File: config.mk
export PLATFORM = sky130hd
export DESIGN_NAME = fix_parser_field_ctrl_flat
export DESIGN_NICKNAME = d
export VERILOG_FILES = /design/src/rtl/fix_parser_pkg.sv /design/src/rtl/fix_parser_field_ctrl_if.sv /design/src/rtl/fix_checksum_calc.sv /design/src/rtl/fix_parser_field_ctrl.sv /design/src/flat_wrapper.sv
export SDC_FILE = /design/constraint.sdc
export NUM_CORES = 1
export LEC_CHECK = 0
export CAP_MARGIN = 30
export CORE_MARGIN = 5
export CORE_UTILIZATION = 25
export CTS_CLUSTER_DIAMETER = 120
export CTS_CLUSTER_SIZE = 30
export DETAILED_ROUTE_END_ITERATION = 8
export GPL_TIMING_DRIVEN = 1
export MAX_ROUTING_LAYER = met4
export PLACE_DENSITY = 0.53
export SLEW_MARGIN = 20
export SYNTH_ARGS = -nofsm -noshare
export SYNTH_HDL_FRONTEND = slang
export SYNTH_SLANG_ARGS = --single-unit
File: constraint.sdc
create_clock -name clk -period 30.6 [get_ports clk]
set_input_delay 4.59 -clock clk [delete_from_list [all_inputs] [get_ports clk]]
set_output_delay 4.59 -clock clk [all_outputs]
set_load 0.05 [all_outputs]
File: src/rtl/fix_parser_pkg.sv
// Shared types and ASCII constants for the FIX field controller and its checksum helper.
package fix_parser_pkg;

    typedef enum logic [2:0] {
        IDLE  = 3'd0,
        TAG   = 3'd1,
        VALUE = 3'd2,
        HOLD  = 3'd3,
        DRAIN = 3'd4
    } state_e;

    typedef enum logic [1:0] {
        ERR_NONE  = 2'b00,
        ERR_TAG   = 2'b01,
        ERR_VALUE = 2'b10,
        ERR_MSG   = 2'b11
    } err_code_e;

    localparam logic [7:0] SOH      = 8'h01;
    localparam logic [7:0] EQ       = 8'h3D;
    localparam logic [7:0] DIGIT_LO = 8'h30;
    localparam logic [7:0] DIGIT_HI = 8'h39;

    // Tag constants are in string-literal order ("10" == 16'h3130); tag_o keeps the first char low.
    localparam logic [15:0] TAG_BEGIN = 16'h0038;
    localparam logic [15:0] TAG_CKSUM = 16'h3130;

    function automatic logic is_digit(input logic [7:0] b);
        return (b >= DIGIT_LO) && (b <= DIGIT_HI);
    endfunction

    function automatic logic tag_match(input logic [15:0] tag, input int len, input logic [15:0] str);
        if (str[15:8] == 8'h00)
            return (len == 1) && (tag[7:0] == str[7:0]);
        return (len == 2) && (tag[7:0] == str[15:8]) && (tag[15:8] == str[7:0]);
    endfunction

endpackage

File: src/rtl/fix_parser_field_ctrl_if.sv
// Byte-ingress and field-egress bundle of the FIX field controller.
interface fix_parser_field_ctrl_if #(
    parameter int MAX_TAG_BYTES   = 4,
    parameter int MAX_VALUE_BYTES = 32
);
    localparam int TAG_W  = 8 * MAX_TAG_BYTES;
    localparam int VAL_W  = 8 * MAX_VALUE_BYTES;
    localparam int TLEN_W = $clog2(MAX_TAG_BYTES + 1);
    localparam int VLEN_W = $clog2(MAX_VALUE_BYTES + 1);

    logic [7:0]        data_i;
    logic              valid_i;
    logic              ready_o;
    logic [TAG_W-1:0]  tag_o;
    logic [TLEN_W-1:0] tag_len_o;
    logic [VAL_W-1:0]  value_o;
    logic [VLEN_W-1:0] value_len_o;
    logic              field_valid_o;
    logic              field_ready_i;
    logic              start_of_header_o;
    logic              end_of_body_o;
    logic              err_o;
    logic [1:0]        err_code_o;
    logic              cksum_err_o;

    modport slave (
        input  data_i, valid_i, field_ready_i,
        output ready_o, tag_o, tag_len_o, value_o, value_len_o, field_valid_o,
               start_of_header_o, end_of_body_o, err_o, err_code_o, cksum_err_o
    );

    modport master (
        output data_i, valid_i, field_ready_i,
        input  ready_o, tag_o, tag_len_o, value_o, value_len_o, field_valid_o,
               start_of_header_o, end_of_body_o, err_o, err_code_o, cksum_err_o
    );

endinterface

File: src/rtl/fix_checksum_calc.sv
// Modulo-256 FIX checksum: per-field partial sum, message snapshot at each SOH, ASCII-decimal compare.
module fix_checksum_calc
    import fix_parser_pkg::*;
(
    input  logic        clk,
    input  logic        rst,
    input  logic        accept,
    input  logic [7:0]  din,
    input  logic        restart,
    input  logic [23:0] digits,
    input  logic        len_is_3,
    output logic        bad
);
    logic [7:0] field_sum, msg_sum, field_tot;
    logic [3:0] d0, d1, d2;
    logic [9:0] val;
    logic       all_digits;

    assign field_tot = field_sum + din;

    // A tag-8 field restarts the message sum from its own first byte.
    always_ff @(posedge clk or negedge rst) begin
        if (!rst) begin
            field_sum <= 8'd0;
            msg_sum   <= 8'd0;
        end else if (accept) begin
            if (din == SOH) begin
                field_sum <= 8'd0;
                msg_sum   <= (restart ? 8'd0 : msg_sum) + field_tot;
            end else begin
                field_sum <= field_tot;
            end
        end
    end

    always_comb begin
        d0         = 4'(digits[7:0]   - DIGIT_LO);
        d1         = 4'(digits[15:8]  - DIGIT_LO);
        d2         = 4'(digits[23:16] - DIGIT_LO);
        all_digits = is_digit(digits[7:0]) && is_digit(digits[15:8]) && is_digit(digits[23:16]);
        val        = 10'(d0) * 10'd100 + 10'(d1) * 10'd10 + 10'(d2);
        bad        = !(len_is_3 && all_digits) || (val != {2'b00, msg_sum});
    end

endmodule

File: src/rtl/fix_parser_field_ctrl.sv
// Framing controller for a FIX byte stream: splits tag=value<SOH> fields and tracks message bounds.
// Checksum verification of tag 10 is built only when FIX_CHECKSUM_EN is defined.
module fix_parser_field_ctrl
    import fix_parser_pkg::*;
#(
    parameter int MAX_TAG_BYTES   = 4,
    parameter int MAX_VALUE_BYTES = 32
) (
    input  logic                   clk,
    input  logic                   rst,
    fix_parser_field_ctrl_if.slave bus
);
    localparam int TAG_W  = 8 * MAX_TAG_BYTES;
    localparam int VAL_W  = 8 * MAX_VALUE_BYTES;
    localparam int TLEN_W = $clog2(MAX_TAG_BYTES + 1);
    localparam int VLEN_W = $clog2(MAX_VALUE_BYTES + 1);
    localparam logic [TLEN_W-1:0] TAG_FULL = TLEN_W'(MAX_TAG_BYTES);
    localparam logic [VLEN_W-1:0] VAL_FULL = VLEN_W'(MAX_VALUE_BYTES);

    state_e            state, state_nxt;
    logic [TAG_W-1:0]  tag_buf;
    logic [TLEN_W-1:0] tag_cnt;
    logic [VAL_W-1:0]  val_buf;
    logic [VLEN_W-1:0] val_cnt;
    logic [7:0]        din;
    logic              ready, field_valid, accept, take;
    logic              is_begin, is_cksum, in_msg, emit, cksum_bad;
    logic              err_fire;
    err_code_e         err_nxt;

    logic [TAG_W-1:0]  tag_p1;
    logic [TLEN_W-1:0] tag_len_p1;
    logic [VAL_W-1:0]  value_p1;
    logic [VLEN_W-1:0] value_len_p1;
    logic              soh_p1, eob_p1, cksum_err_p1, err_p1;
    err_code_e         err_code_p1;

    assign din      = bus.data_i;
    assign accept   = bus.valid_i && ready;
    assign take     = field_valid && bus.field_ready_i;
    assign is_begin = tag_match(tag_buf[15:0], int'(tag_cnt), TAG_BEGIN);
    assign is_cksum = tag_match(tag_buf[15:0], int'(tag_cnt), TAG_CKSUM);

    always_ff @(posedge clk or negedge rst) begin
        if (!rst) state <= IDLE;
        else      state <= state_nxt;
    end

    always_comb begin
        state_nxt = state;
        err_fire  = 1'b0;
        err_nxt   = ERR_NONE;
        emit      = 1'b0;
        case (state)
            IDLE: if (accept) begin
                if (is_digit(din)) begin
                    state_nxt = TAG;
                end else begin
                    state_nxt = DRAIN;
                    err_fire  = 1'b1;
                    err_nxt   = ERR_TAG;
                end
            end
            TAG: if (accept) begin
                if (din == EQ) begin
                    state_nxt = VALUE;
                end else if (din == SOH) begin
                    state_nxt = IDLE;
                    err_fire  = 1'b1;
                    err_nxt   = ERR_TAG;
                end else if (!is_digit(din) || tag_cnt == TAG_FULL) begin
                    state_nxt = DRAIN;
                    err_fire  = 1'b1;
                    err_nxt   = ERR_TAG;
                end
            end
            VALUE: if (accept) begin
                if (din == SOH) begin
                    if (val_cnt == '0) begin
                        state_nxt = IDLE;
                        err_fire  = 1'b1;
                        err_nxt   = ERR_VALUE;
                    end else if (!in_msg && !is_begin) begin
                        state_nxt = IDLE;
                        err_fire  = 1'b1;
                        err_nxt   = ERR_MSG;
                    end else begin
                        state_nxt = HOLD;
                        emit      = 1'b1;
                    end
                end else if (val_cnt == VAL_FULL) begin
                    state_nxt = DRAIN;
                    err_fire  = 1'b1;
                    err_nxt   = ERR_VALUE;
                end
            end
            HOLD:    if (bus.field_ready_i) state_nxt = IDLE;
            DRAIN:   if (accept && din == SOH) state_nxt = IDLE;
            default: state_nxt = IDLE;
        endcase
    end

    always_comb begin
        ready       = 1'b1;
        field_valid = 1'b0;
        if (state == HOLD) begin
            ready       = 1'b0;
            field_valid = 1'b1;
        end
    end

    // Assembly buffers are re-initialised by the first byte of every field, so they carry no reset.
    always_ff @(posedge clk) begin
        if (accept) begin
            case (state)
                IDLE: begin
                    tag_buf <= TAG_W'(din);
                    tag_cnt <= TLEN_W'(1);
                    val_buf <= '0;
                    val_cnt <= '0;
                end
                TAG: if (is_digit(din) && tag_cnt != TAG_FULL) begin
                    tag_buf[8*tag_cnt +: 8] <= din;
                    tag_cnt                 <= tag_cnt + TLEN_W'(1);
                end
                VALUE: if (din != SOH && val_cnt != VAL_FULL) begin
                    val_buf[8*val_cnt +: 8] <= din;
                    val_cnt                 <= val_cnt + VLEN_W'(1);
                end
                default: ;
            endcase
        end
    end

`ifdef FIX_CHECKSUM_EN
    fix_checksum_calc u_cksum (
        .clk      (clk),
        .rst      (rst),
        .accept   (accept),
        .din      (din),
        .restart  (emit && is_begin),
        .digits   (val_buf[23:0]),
        .len_is_3 (val_cnt == VLEN_W'(3)),
        .bad      (cksum_bad)
    );
`else
    assign cksum_bad = 1'b0;
`endif

    // Presentation stage: loaded at the field's SOH, cleared when the consumer takes it.
    always_ff @(posedge clk or negedge rst) begin
        if (!rst) begin
            tag_p1       <= '0;
            tag_len_p1   <= '0;
            value_p1     <= '0;
            value_len_p1 <= '0;
            soh_p1       <= 1'b0;
            eob_p1       <= 1'b0;
            cksum_err_p1 <= 1'b0;
            err_p1       <= 1'b0;
            err_code_p1  <= ERR_NONE;
            in_msg       <= 1'b0;
        end else begin
            err_p1 <= err_fire;
            if (err_fire) err_code_p1 <= err_nxt;
            if (emit) begin
                tag_p1       <= tag_buf;
                tag_len_p1   <= tag_cnt;
                value_p1     <= val_buf;
                value_len_p1 <= val_cnt;
                soh_p1       <= is_begin;
                eob_p1       <= is_cksum;
                cksum_err_p1 <= is_cksum && cksum_bad;
                if (is_begin) in_msg <= 1'b1;
            end else if (take) begin
                tag_p1       <= '0;
                tag_len_p1   <= '0;
                value_p1     <= '0;
                value_len_p1 <= '0;
                soh_p1       <= 1'b0;
                eob_p1       <= 1'b0;
                cksum_err_p1 <= 1'b0;
                if (eob_p1) in_msg <= 1'b0;
            end
        end
    end

    assign bus.ready_o           = ready;
    assign bus.field_valid_o     = field_valid;
    assign bus.tag_o             = tag_p1;
    assign bus.tag_len_o         = tag_len_p1;
    assign bus.value_o           = value_p1;
    assign bus.value_len_o       = value_len_p1;
    assign bus.start_of_header_o = soh_p1;
    assign bus.end_of_body_o     = eob_p1;
    assign bus.cksum_err_o       = cksum_err_p1;
    assign bus.err_o             = err_p1;
    assign bus.err_code_o        = err_code_p1;

endmodule

File: src/flat_wrapper.sv
// flat-port wrapper written by rule: the top's interface ports become plain ports
module fix_parser_field_ctrl_flat import fix_parser_pkg::*;
#(
    parameter int MAX_TAG_BYTES   = 4,
    parameter int MAX_VALUE_BYTES = 32
)
  (clk, rst, bus_data_i, bus_valid_i, bus_field_ready_i, bus_ready_o, bus_tag_o, bus_tag_len_o, bus_value_o, bus_value_len_o, bus_field_valid_o, bus_start_of_header_o, bus_end_of_body_o, bus_err_o, bus_err_code_o, bus_cksum_err_o);
  fix_parser_field_ctrl_if #(.MAX_TAG_BYTES(MAX_TAG_BYTES), .MAX_VALUE_BYTES(MAX_VALUE_BYTES)) bus_i ();
  input  logic clk;
  input  logic rst;
  input wire logic [$bits(bus_i.data_i)-1:0] bus_data_i;
  input wire logic [$bits(bus_i.valid_i)-1:0] bus_valid_i;
  input wire logic [$bits(bus_i.field_ready_i)-1:0] bus_field_ready_i;
  output wire logic [$bits(bus_i.ready_o)-1:0] bus_ready_o;
  output wire logic [$bits(bus_i.tag_o)-1:0] bus_tag_o;
  output wire logic [$bits(bus_i.tag_len_o)-1:0] bus_tag_len_o;
  output wire logic [$bits(bus_i.value_o)-1:0] bus_value_o;
  output wire logic [$bits(bus_i.value_len_o)-1:0] bus_value_len_o;
  output wire logic [$bits(bus_i.field_valid_o)-1:0] bus_field_valid_o;
  output wire logic [$bits(bus_i.start_of_header_o)-1:0] bus_start_of_header_o;
  output wire logic [$bits(bus_i.end_of_body_o)-1:0] bus_end_of_body_o;
  output wire logic [$bits(bus_i.err_o)-1:0] bus_err_o;
  output wire logic [$bits(bus_i.err_code_o)-1:0] bus_err_code_o;
  output wire logic [$bits(bus_i.cksum_err_o)-1:0] bus_cksum_err_o;
  assign bus_i.data_i = bus_data_i;
  assign bus_i.valid_i = bus_valid_i;
  assign bus_i.field_ready_i = bus_field_ready_i;
  assign bus_ready_o = bus_i.ready_o;
  assign bus_tag_o = bus_i.tag_o;
  assign bus_tag_len_o = bus_i.tag_len_o;
  assign bus_value_o = bus_i.value_o;
  assign bus_value_len_o = bus_i.value_len_o;
  assign bus_field_valid_o = bus_i.field_valid_o;
  assign bus_start_of_header_o = bus_i.start_of_header_o;
  assign bus_end_of_body_o = bus_i.end_of_body_o;
  assign bus_err_o = bus_i.err_o;
  assign bus_err_code_o = bus_i.err_code_o;
  assign bus_cksum_err_o = bus_i.cksum_err_o;
  fix_parser_field_ctrl #(.MAX_TAG_BYTES(MAX_TAG_BYTES), .MAX_VALUE_BYTES(MAX_VALUE_BYTES)) u_core (.clk(clk), .rst(rst), .bus(bus_i));
endmodule
==> results of run 1 <==
==> per-stage QoR <==
| step | area (um2) | setup WS (ns) | power, mW | hold slack, ns | std cells |
|---|---|---|---|---|---|
| 2_1_floorplan | 26400 | 4.84 | 1.28 | 0.432 | 2557 |
| 3_3_place_gp | 30800 | 21.91 | 1.34 | 0.453 | 4117 |
| 3_5_place_dp | 31000 | 22.02 | 1.35 | 0.453 | 4128 |
| 4_1_cts | 31800 | 22.68 | 1.81 | 0.464 | 4175 |
| 5_1_grt | 31900 | 22.47 | 1.88 | 0.486 | 4181 |
| 6_report | 32000 | 22.72 | 1.79 | 0.453 | 4183 |
==> logic make-up after synthesis <==
| group | share of synthesized area |
|---|---|
| other | 0.000142 |
| XOR/XNOR | 0.00265 |
| multiplexers | 0.0530 |
| AND/OR/NAND/NOR | 0.228 |
| flip-flops | 0.627 |
| buffers and inverters | 0.0370 |
| adder cells (fa/ha/maj) | 0.00511 |
| AO/OA/AOI/OAI | 0.0464 |
==> area by class of cell <==
cell class	count	area [um2]
Antenna cell	2	5.00
Tap cell	1391	1740
Clock buffer	39	752
Clock inverter	8	96.3
Sequential cell	603	16600
Fill cell	11000	73200
Multi-Input combinational cell	1752	8940
Inverter	13	48.8
Timing Repair Buffer	375	3790
==> critical path: stages <==
cell and delay, ns:
buf_2 0.37, or4_1 0.60, or4_1 0.56, or4_4 0.80
buf_4 0.36, buf_16 0.26, buf_4 0.29, buf_16 0.25
nand3_1 0.13, nand2_1 0.06
==> path summary, 6_finish.rpt <==
kind                                      from                       to  slack (ns)  cells past startpoint
max                              bus_data_i[4]   u_core.bus.value_o[84]       22.72                     10
min in group asynchronous                  rst   u_core.bus.value_o[31]        3.93                      1
min                        u_core.val_buf[201]  u_core.bus.value_o[201]        0.45                      2
max reg2reg                  u_core.val_cnt[0]  u_core.bus.value_o[103]       26.16                     11
min reg2reg                u_core.val_buf[201]  u_core.bus.value_o[201]        0.45                      2
max in group asynchronous                  rst   u_core.bus.value_o[81]       24.80                      4
==> Yosys cell counts (all sizes together), types with 4 or more instances <==
| cell type | n | area share |
|---|---|---|
| ha | 10 | 0.0047 |
| nand2 | 769 | 0.11 |
| a21oi | 16 | 0.0030 |
| nor3 | 8 | 0.0015 |
| o21ai | 124 | 0.023 |
| and2 | 6 | 0.0014 |
| nor4 | 6 | 0.0014 |
| o31ai | 4 | 0.0011 |
| nor2b | 15 | 0.0036 |
| nor2 | 62 | 0.0088 |
| nand3 | 484 | 0.092 |
| clkbuf | 94 | 0.013 |
| dfrtp | 306 | 0.29 |
| edfxtp | 297 | 0.34 |
| a22o | 8 | 0.0027 |
| mux2i | 140 | 0.053 |
| inv | 13 | 0.0018 |
| xnor2 | 6 | 0.0020 |
| a22oi | 17 | 0.0048 |
| nor3b | 4 | 0.0011 |
| buf | 95 | 0.022 |
| nand4 | 10 | 0.0024 |
| nand2b | 4 | 0.00095 |
| o211ai | 5 | 0.0014 |
==> state kept, by name, summed over array words and instances (netlist names) <==
register                      count
u_core.bus.value_len_o            6
u_core.in_msg                     1
u_core.bus.err_o                  1
u_core.val_buf                  256
u_core.bus.tag_o                 32
u_core.bus.value_o              256
u_core.bus.start_of_header_o      1
u_core.bus.err_code_o             2
u_core.tag_cnt                    3
u_core.val_cnt                    6
u_core.bus.end_of_body_o          1
u_core.tag_buf                   32
u_core.state                      3
u_core.bus.tag_len_o              3
==> routing by layer <==
metal | wire (um) | vias up | global-route usage
met3 | 5350 | 67 | 0.0317
met4 | 1640 | 0 | 0.0276
met2 | 41300 | 451 | 0.244
met1 | 41300 | 9970 | 0.217
li1 | - | 9275 | -
met5 | 0 | - | -
==> where the power goes <==
part / switching [mW] / total (mW) / internal, mW
Sequential: 0.0669 / 1.05 / 0.986
Clock: 0.283 / 0.463 / 0.180
Combinational: 0.203 / 0.278 / 0.0751
Total: 0.553 / 1.79 / 1.24
==> reports/summary.txt, run 1 <==
status - finished clean
Post-Syn Nets - 2579
Period minus WS final - 7.88 ns
Syn Area/Cell - 10.3 um2
largest net degree at the start of global routing - 187
Synth cell types - 61
vias in the first global route - 19.4k
H-tree levels - 1
layout cells sized above 1 - 0.0434
# rows - 119
Area Growth Syn to Fin - 20.9%
die width - 335 um
CTS buffer count - 26
f_max - 0.127 GHz
DP HPWL - 58600 um
IO buf count - 315
drt drc - 0
nets - 2793
root buf cell - clkbuf_16
Final Skew - 0.0292 ns
Via-to-Cell Ratio - 4.72
first-iteration detailed-routing DRC count - 1565
#FFs+latches synth - 603
GRT overflow - 0
die height - 335 um
Core Util, Final - 0.304
max-slew violation count - 0
Min-Delay Path Class - register to register
I/O pin total - 317
CP max FO - 64
Power Density - 56.2 nW/um2
asr flop ratio synth - 0.507
via count - 19.8k
hold_buf cts - 0
first-pass GRT wire length - 132000 um
Sum Neg Setup Slack - 0 ns
Post-Route WL - 89600 um
crit path capture type - register
critical path type - input port to register
Clk pin slew, worst setup/hold paths - 0.11 ns
CP startpoint kind - input port
Critical Path AT - 8.39 ns
drt pass-1 iters - 5
WL/cell - 21.4 um
remaining antenna violation count after routing - 0
GP Congestion - 0.785
Synth warnings - 0
initial antenna violation count - 0
TritonCTS sink count - 603
EDFF count, synth - 297
Std-Cell Core Area - 105000 um2
crit share post-route - 0.257
TritonCTS clock tree - built
Worst-Margin Slew - 1.13 ns
Crit path required time - 31.11 ns
leakage power - 13.3 nW
number of setup buffers added after CTS - 0
initial core utilization - 0.251
Slew HR - 0.245
GRT Util Overall - 0.157
most common cell after layout, fill and taps aside - nand2_1
ys flop type - dfrtp_1
Final Hold Fails - 0
cts repair resizes - 0
Synth Instances - 2557
maximum root-to-sink buffer count - 3
die area - 112000 um2
Max Cap Violations - 0
RSZ-0062 raised after global routing - false
Clock Latency Late Sink - 0.63 ns
most frequent cells in the layout - 768 x nand2_1, 484 x nand3_1, 306 x clkdlybuf4s50_1, 306 x dfrtp_1, 297 x edfxtp_1
Max VDD drop - 0.0000505 V
cell area after synthesis - 26400 um2
Setup-failing EPs final - 0
Seq/Total Area, Yosys - 0.627
Power figures use the tool's default switching activity.
==> run 2, diff against run 1 <==
Settings changed: PLACE_DENSITY 0.53 to 0.55.
Clock period 30.6 ns to 6.6 ns, I/O delays scaled along.
==> run 2 against run 1 <==
Effect of this change: critical path depth shrank 3; sequential cell count unchanged; critical path type is now register to register; non-clock buffer count decreased by 6; setup slack worse by 20 ns; via count grew 0.40%; die area did not move; sequential share of layout area up 0.057 points.
==> reports/summary.txt, run 2 (synthesis results as in run 1) <==
Setup-failing EPs final - 0 (unchanged)
Area Growth Syn to Fin - 20.8% (was 20.9%)
H-tree levels - 1 (unchanged)
die area - 112000 um2 (unchanged)
status - finished clean (unchanged)
f_max - 0.241 GHz
GP Congestion - 0.794 (was 0.785)
cell breakdown of the critical path - or3b_2, a21o_1, or4_4, buf_12, buf_16, nand3_1, nand2_1 (was buf_2, or4_1, or4_1, or4_4, buf_4, buf_16, buf_4, buf_16, nand3_1, nand2_1)
die width - 335 um (unchanged)
initial antenna violation count - 4 (was 0)
Clk pin slew, worst setup/hold paths - 0.12 ns (was 0.11 ns)
first-iteration detailed-routing DRC count - 1909 (was 1565)
drt drc - 0 (unchanged)
largest net degree at the start of global routing - 229 (was 187)
Post-Route WL - 90500 um (was 89600 um)
GRT overflow - 0 (unchanged)
vias in the first global route - 19.3k (was 19.4k)
final non-filler cell total - 4181 (was 4183)
max-slew violation count - 0 (unchanged)
TritonCTS clock tree - built (unchanged)
initial core utilization - 0.251 (unchanged)
max incr delay on CP - 0.87 ns (was 0.80 ns)
CP max FO - 149 (was 64)
Via-to-Cell Ratio - 4.75 (was 4.72)
met1 usage - 0.214 (was 0.217)
met3 global-route usage - 0.0360 (was 0.0317)
total design power - 8.42 mW (was 1.79 mW)
slowest CP cell - or3b_2 (was or4_4)
Final Hold Fails - 0 (unchanged)
Power Density - 264 nW/um2 (was 56.2 nW/um2)
Std-Cell Core Area - 105000 um2 (unchanged)
remaining antenna violation count after routing - 0 (unchanged)
layout cells sized above 1 - 0.0427 (was 0.0434)
Crit path required time - 7.12 ns (was 31.11 ns)
CP startpoint kind - register (was input port)
WL/cell - 21.6 um (was 21.4 um)
Critical Path AT - 4.67 ns (was 8.39 ns)
maximum root-to-sink buffer count - 3 (unchanged)
Hold Worst Slack - 0.280 ns (was 0.453 ns)
Max Cap Violations - 0 (unchanged)
IO buf count - 315 (unchanged)
leakage power - 13.3 nW (about the same)
RSZ-0062 raised after global routing - false (unchanged)
GRT Max-Usage Layer - met2 (unchanged)
GRT Util Overall - 0.159 (was 0.157)
drt pass-1 iters - 5 (unchanged)
# rows - 119 (unchanged)
Sum Neg Setup Slack - 0 ns (unchanged)
nets - 2789 (was 2793)
met2 GRT Util - 0.250 (was 0.244)
DP HPWL - 59100 um (was 58600 um)
via count - 19.8k (about the same)
Placed Cells incl. Taps - 4122 (was 4128)
Slew HR - 0.210 (was 0.245)
Min-Delay Path Class - input port to async pin (was register to register)
number of setup buffers added after CTS - 0 (unchanged)
CTS buffer count - 28 (was 26)
I/O pin total - 317 (unchanged)
die height - 335 um (unchanged)
critical path type - register to register (was input port to register)
most frequent cells in the layout - 768 x nand2_1, 484 x nand3_1, 306 x clkdlybuf4s50_1, 306 x dfrtp_1, 297 x edfxtp_1 (unchanged)
Period minus WS final - 4.15 ns
cts repair resizes - 0 (unchanged)
crit share post-route - 0.629
root buf cell - clkbuf_16 (unchanged)
hold_buf cts - 0 (unchanged)
most common cell after layout, fill and taps aside - nand2_1 (unchanged)
TritonCTS sink count - 603 (unchanged)
Clock Latency Late Sink - 0.64 ns (was 0.63 ns)
Max VDD drop - 0.000191 V (was 0.0000505 V)
first-pass GRT wire length - 133000 um (was 132000 um)
Worst-Margin Slew - 1.19 ns (was 1.13 ns)
Final Skew - 0.0323 ns (was 0.0292 ns)
crit path capture type - register (unchanged)
[run 2: changes by cell type in the layout (fill, tap and decap cells not counted), sizes merged]
cell	change
diode	-1
clkinv	+3
inv	+1
clkbuf	+2
buf	-7
[run 2: final timing paths]
kind,cells after the start,end,slack (ns),startpoint
max,7,u_core.bus.value_o[212],2.45,u_core.state[1]
min,1,u_core.bus.value_o[30],0.28,rst
max reg2reg,7,u_core.bus.value_o[212],2.45,u_core.state[1]
min reg2reg,2,u_core.bus.value_o[5],0.46,u_core.val_buf[5]
max in group asynchronous,2,u_core.bus.value_o[253],5.11,rst
min in group clk,2,u_core.bus.value_o[5],0.46,u_core.val_buf[5]
[run 2: stage by stage]
step | worst slack (ns) | utilization | instance area, um2
3_5_place_dp | 1.91 | 0.294 | 30900
3_3_place_gp | 2.00 | 0.293 | 30800
6_report | 2.45 | 0.304 | 31900
4_1_cts | 2.27 | 0.303 | 31800
2_1_floorplan | -2.21 | - | 26500
5_1_grt | 2.30 | 0.304 | 31900
[run 2: metal layers]
layer | part of all wire | wire (um)
met1 | 0.44 | 40200
met2 | 0.47 | 42200
met3 | 0.072 | 6490
met4 | 0.018 | 1620
met5 | 0 | 0
[run 2: cell type report]
type,count,area (um2)
repair buffers,369,3650
well taps,1391,1740
inverters,13,48.8
clock buffers,40,767
multi-input cells,1752,8950
diodes,1,2.50
fillers,11000,73200
clock inverters,12,183
flip-flops and latches,603,16600
[run 2: power by group]
part           switching (mW)  internal [mW]
Combinational           0.950          0.331
Sequential              0.307           4.57
Clock                    1.37          0.882
Total                    2.63           5.79
[run 2: critical path: cells and delay by family, from the launching register on]
family / cells / cell delay [ns]
simple gates: 4 / 1.93
flops: 1 / 0.79
buf+inv: 2 / 0.62
compound gates: 1 / 0.39
==> run 3, diff against run 2 <==
Settings changed: PLACE_DENSITY 0.55 to 0.53.
Clock period 6.6 ns to 3.92 ns, I/O delays scaled along.
==> run 3 against run 2 <==
Effect of this change: routed wire length rose by 1.9%; die area did not move; final area rose by 1.2%; global-route usage rose by 0.43 points; critical path depth rose by 1; sequential power rose by 68%; critical endpoint is now u_core.bus.value_o[160].
==> reports/summary.txt, run 3 (synthesis results as in run 1) <==
Core Util, Final - 0.307 (was 0.304)
Power Density - 443 nW/um2 (was 264 nW/um2)
first-iteration detailed-routing DRC count - 1833 (was 1909)
remaining antenna violation count after routing - 0 (unchanged)
largest delay contributor family on the critical path - simple AND/OR/NAND/NOR gates (unchanged)
Max Cap Violations - 0 (unchanged)
die height - 335 um (unchanged)
Clock Latency Late Sink - 0.65 ns (was 0.64 ns)
drt drc - 0 (unchanged)
CP endpoint - u_core.bus.value_o[160] (was u_core.bus.value_o[212])
crit share post-route - 0.882 (was 0.629)
layout cells sized above 1 - 0.0546 (was 0.0427)
CP startpoint kind - register (unchanged)
Critical Path AT - 4.01 ns (was 4.67 ns)
TritonCTS clock tree - built (unchanged)
Crit path required time - 4.48 ns (was 7.12 ns)
critical path type - register to register (unchanged)
maximum root-to-sink buffer count - 3 (unchanged)
Area Growth Syn to Fin - 22.2% (was 20.8%)
TritonCTS sink count - 603 (unchanged)
final non-filler cell total - 4213 (was 4181)
Via-to-Cell Ratio - 4.75 (about the same)
initial core utilization - 0.251 (unchanged)
Final Hold Fails - 0 (unchanged)
status - finished clean (unchanged)
Worst-Margin Slew - 1.26 ns (was 1.19 ns)
root buf cell - clkbuf_16 (unchanged)
stages on the worst setup path - 8 (was 7)
via count - 20.0k (was 19.8k)
Std-Cell Core Area - 105000 um2 (unchanged)
GP Congestion - 0.806 (was 0.794)
max-slew violation count - 0 (unchanged)
DP HPWL - 60800 um (was 59100 um)
Placed Cells incl. Taps - 4158 (was 4122)
largest net degree at the start of global routing - 187 (was 229)
Post-Route WL - 92200 um (was 90500 um)
FF-to-FF setup slack - 0.46 ns (was 2.45 ns)
Finished Cell Area - 32300 um2 (was 31900 um2)
die area - 112000 um2 (unchanged)
Setup-failing EPs final - 0 (unchanged)
worst reg-to-reg path cell count - 8 (was 7)
number of setup buffers added after CTS - 0 (unchanged)
first-pass GRT wire length - 137000 um (was 133000 um)
GRT Util Overall - 0.163 (was 0.159)
leakage power - 13.5 nW (was 13.3 nW)
FF-to-FF Start - u_core.val_cnt[0] (was u_core.state[1])
Max VDD drop - 0.000382 V (was 0.000191 V)
max incr delay on CP - 0.58 ns (was 0.87 ns)
initial antenna violation count - 1 (was 4)
Bufs and invs on worst path - 2 (unchanged)
placed cell area - 31300 um2 (was 30900 um2)
f_max - 0.289 GHz (was 0.241 GHz)
CP Launch Point - u_core.val_cnt[0] (was u_core.state[1])
WL/cell - 21.9 um (was 21.6 um)
# rows - 119 (unchanged)
most frequent cells in the layout - 767 x nand2_1, 484 x nand3_1, 306 x clkdlybuf4s50_1, 306 x dfrtp_1, 297 x edfxtp_1 (was 768 x nand2_1, 484 x nand3_1, 306 x clkdlybuf4s50_1, 306 x dfrtp_1, 297 x edfxtp_1)
Period minus WS final - 3.46 ns (was 4.15 ns)
CP max FO - 105 (was 149)
die width - 335 um (unchanged)
slowest CP cell - edfxtp_1 (was or3b_2)
cell breakdown of the critical path - inv_2, ha_1, nor3b_1, a21o_1, or4_4, buf_12, nand3_1, nand2_1 (was or3b_2, a21o_1, or4_4, buf_12, buf_16, nand3_1, nand2_1)
Clk pin slew, worst setup/hold paths - 0.11 ns (was 0.12 ns)
drt pass-1 iters - 5 (unchanged)
Final Skew - 0.0393 ns (was 0.0323 ns)
crit path capture type - register (unchanged)
nets - 2821 (was 2789)
Min-Delay Path Class - register to register (was input port to async pin)
I/O pin total - 317 (unchanged)
RSZ-0062 raised after global routing - false (unchanged)
H-tree levels - 1 (unchanged)
CTS buffer count - 28 (unchanged)
most common cell after layout, fill and taps aside - nand2_1 (unchanged)
IO buf count - 315 (unchanged)
Slew HR - 0.157 (was 0.210)
vias in the first global route - 20.0k (was 19.3k)
RR Endpoint - u_core.bus.value_o[160] (was u_core.bus.value_o[212])
GRT overflow - 0 (unchanged)
==> run 3: changes by cell type in the layout (fill, tap and decap cells not counted), sizes merged <==
cell,previous run,this run
inv,21,22
dlymetal6s2s,0,1
clkbuf,41,39
buf,62,93
dlygate4sd3,0,1
==> run 3: routing by layer <==
metal	global-route usage	vias up	share of wire
li1	-	9325	-
met1	0.225	10100	0.45
met2	0.251	509	0.46
met3	0.0344	78	0.067
met4	0.0328	0	0.021
met5	-	-	0
==> run 3: stage by stage <==
stage	worst slack [ns]	power, mW	setup TNS (ns)	hold slack [ns]
after floorplan	-4.49	9.71	-1175.62	0.292
after global placement	0.151	10.6	0	0.450
after detailed placement	0.392	10.6	0	0.454
after CTS	0.476	14.5	0	0.475
after global routing	0.202	14.9	0	0.497
final	0.461	14.3	0	0.470
==> run 3: area by class of cell <==
class / instances / area, um2
fill: 11000 / 72800
sequential: 603 / 16600
multi-input combinational: 1752 / 8960
timing repair buffer: 401 / 4020
tap: 1391 / 1740
clock buffer: 39 / 773
clock inverter: 13 / 179
inverter: 13 / 48.8
antenna: 1 / 2.50
==> run 3: repair_timing <==
action	CTS	global route
hold buffers	1	0
endpoints found under the hold margin	33	0
gates resized for setup	0	0
==> run 3: worst min-delay path by stage <==
| stage | startpoint | endpoint | slack [ns] | cells past startpoint |
|---|---|---|---|---|
| 4_1_cts | u_core.val_buf[240] | u_core.bus.value_o[240] | 0.48 | 2 |
| 3_3_place_gp | u_core.val_buf[208] | u_core.bus.value_o[208] | 0.45 | 2 |
| 6_report | u_core.val_buf[54] | u_core.bus.value_o[54] | 0.47 | 2 |
| 5_1_grt | u_core.val_buf[6] | u_core.bus.value_o[6] | 0.50 | 2 |
| 3_5_place_dp | u_core.val_buf[208] | u_core.bus.value_o[208] | 0.45 | 2 |
| 2_1_floorplan | rst | u_core.bus.end_of_body_o | 0.29 | 0 |
==> run 3: power by group <==
group / internal (mW) / switching, mW
combinational: 0.625 / 1.67
sequential: 7.71 / 0.489
clock: 1.49 / 2.32
total: 9.83 / 4.48
==> run 3: worst reg2reg max path: stages (launching register included) <==
cell and delay [ns]:
edfxtp_1 0.58, inv_2 0.18, ha_1 0.42, nor3b_1 0.44, a21o_1 0.32, or4_4 0.57, buf_12 0.43, nand3_1 0.35
nand2_1 0.10
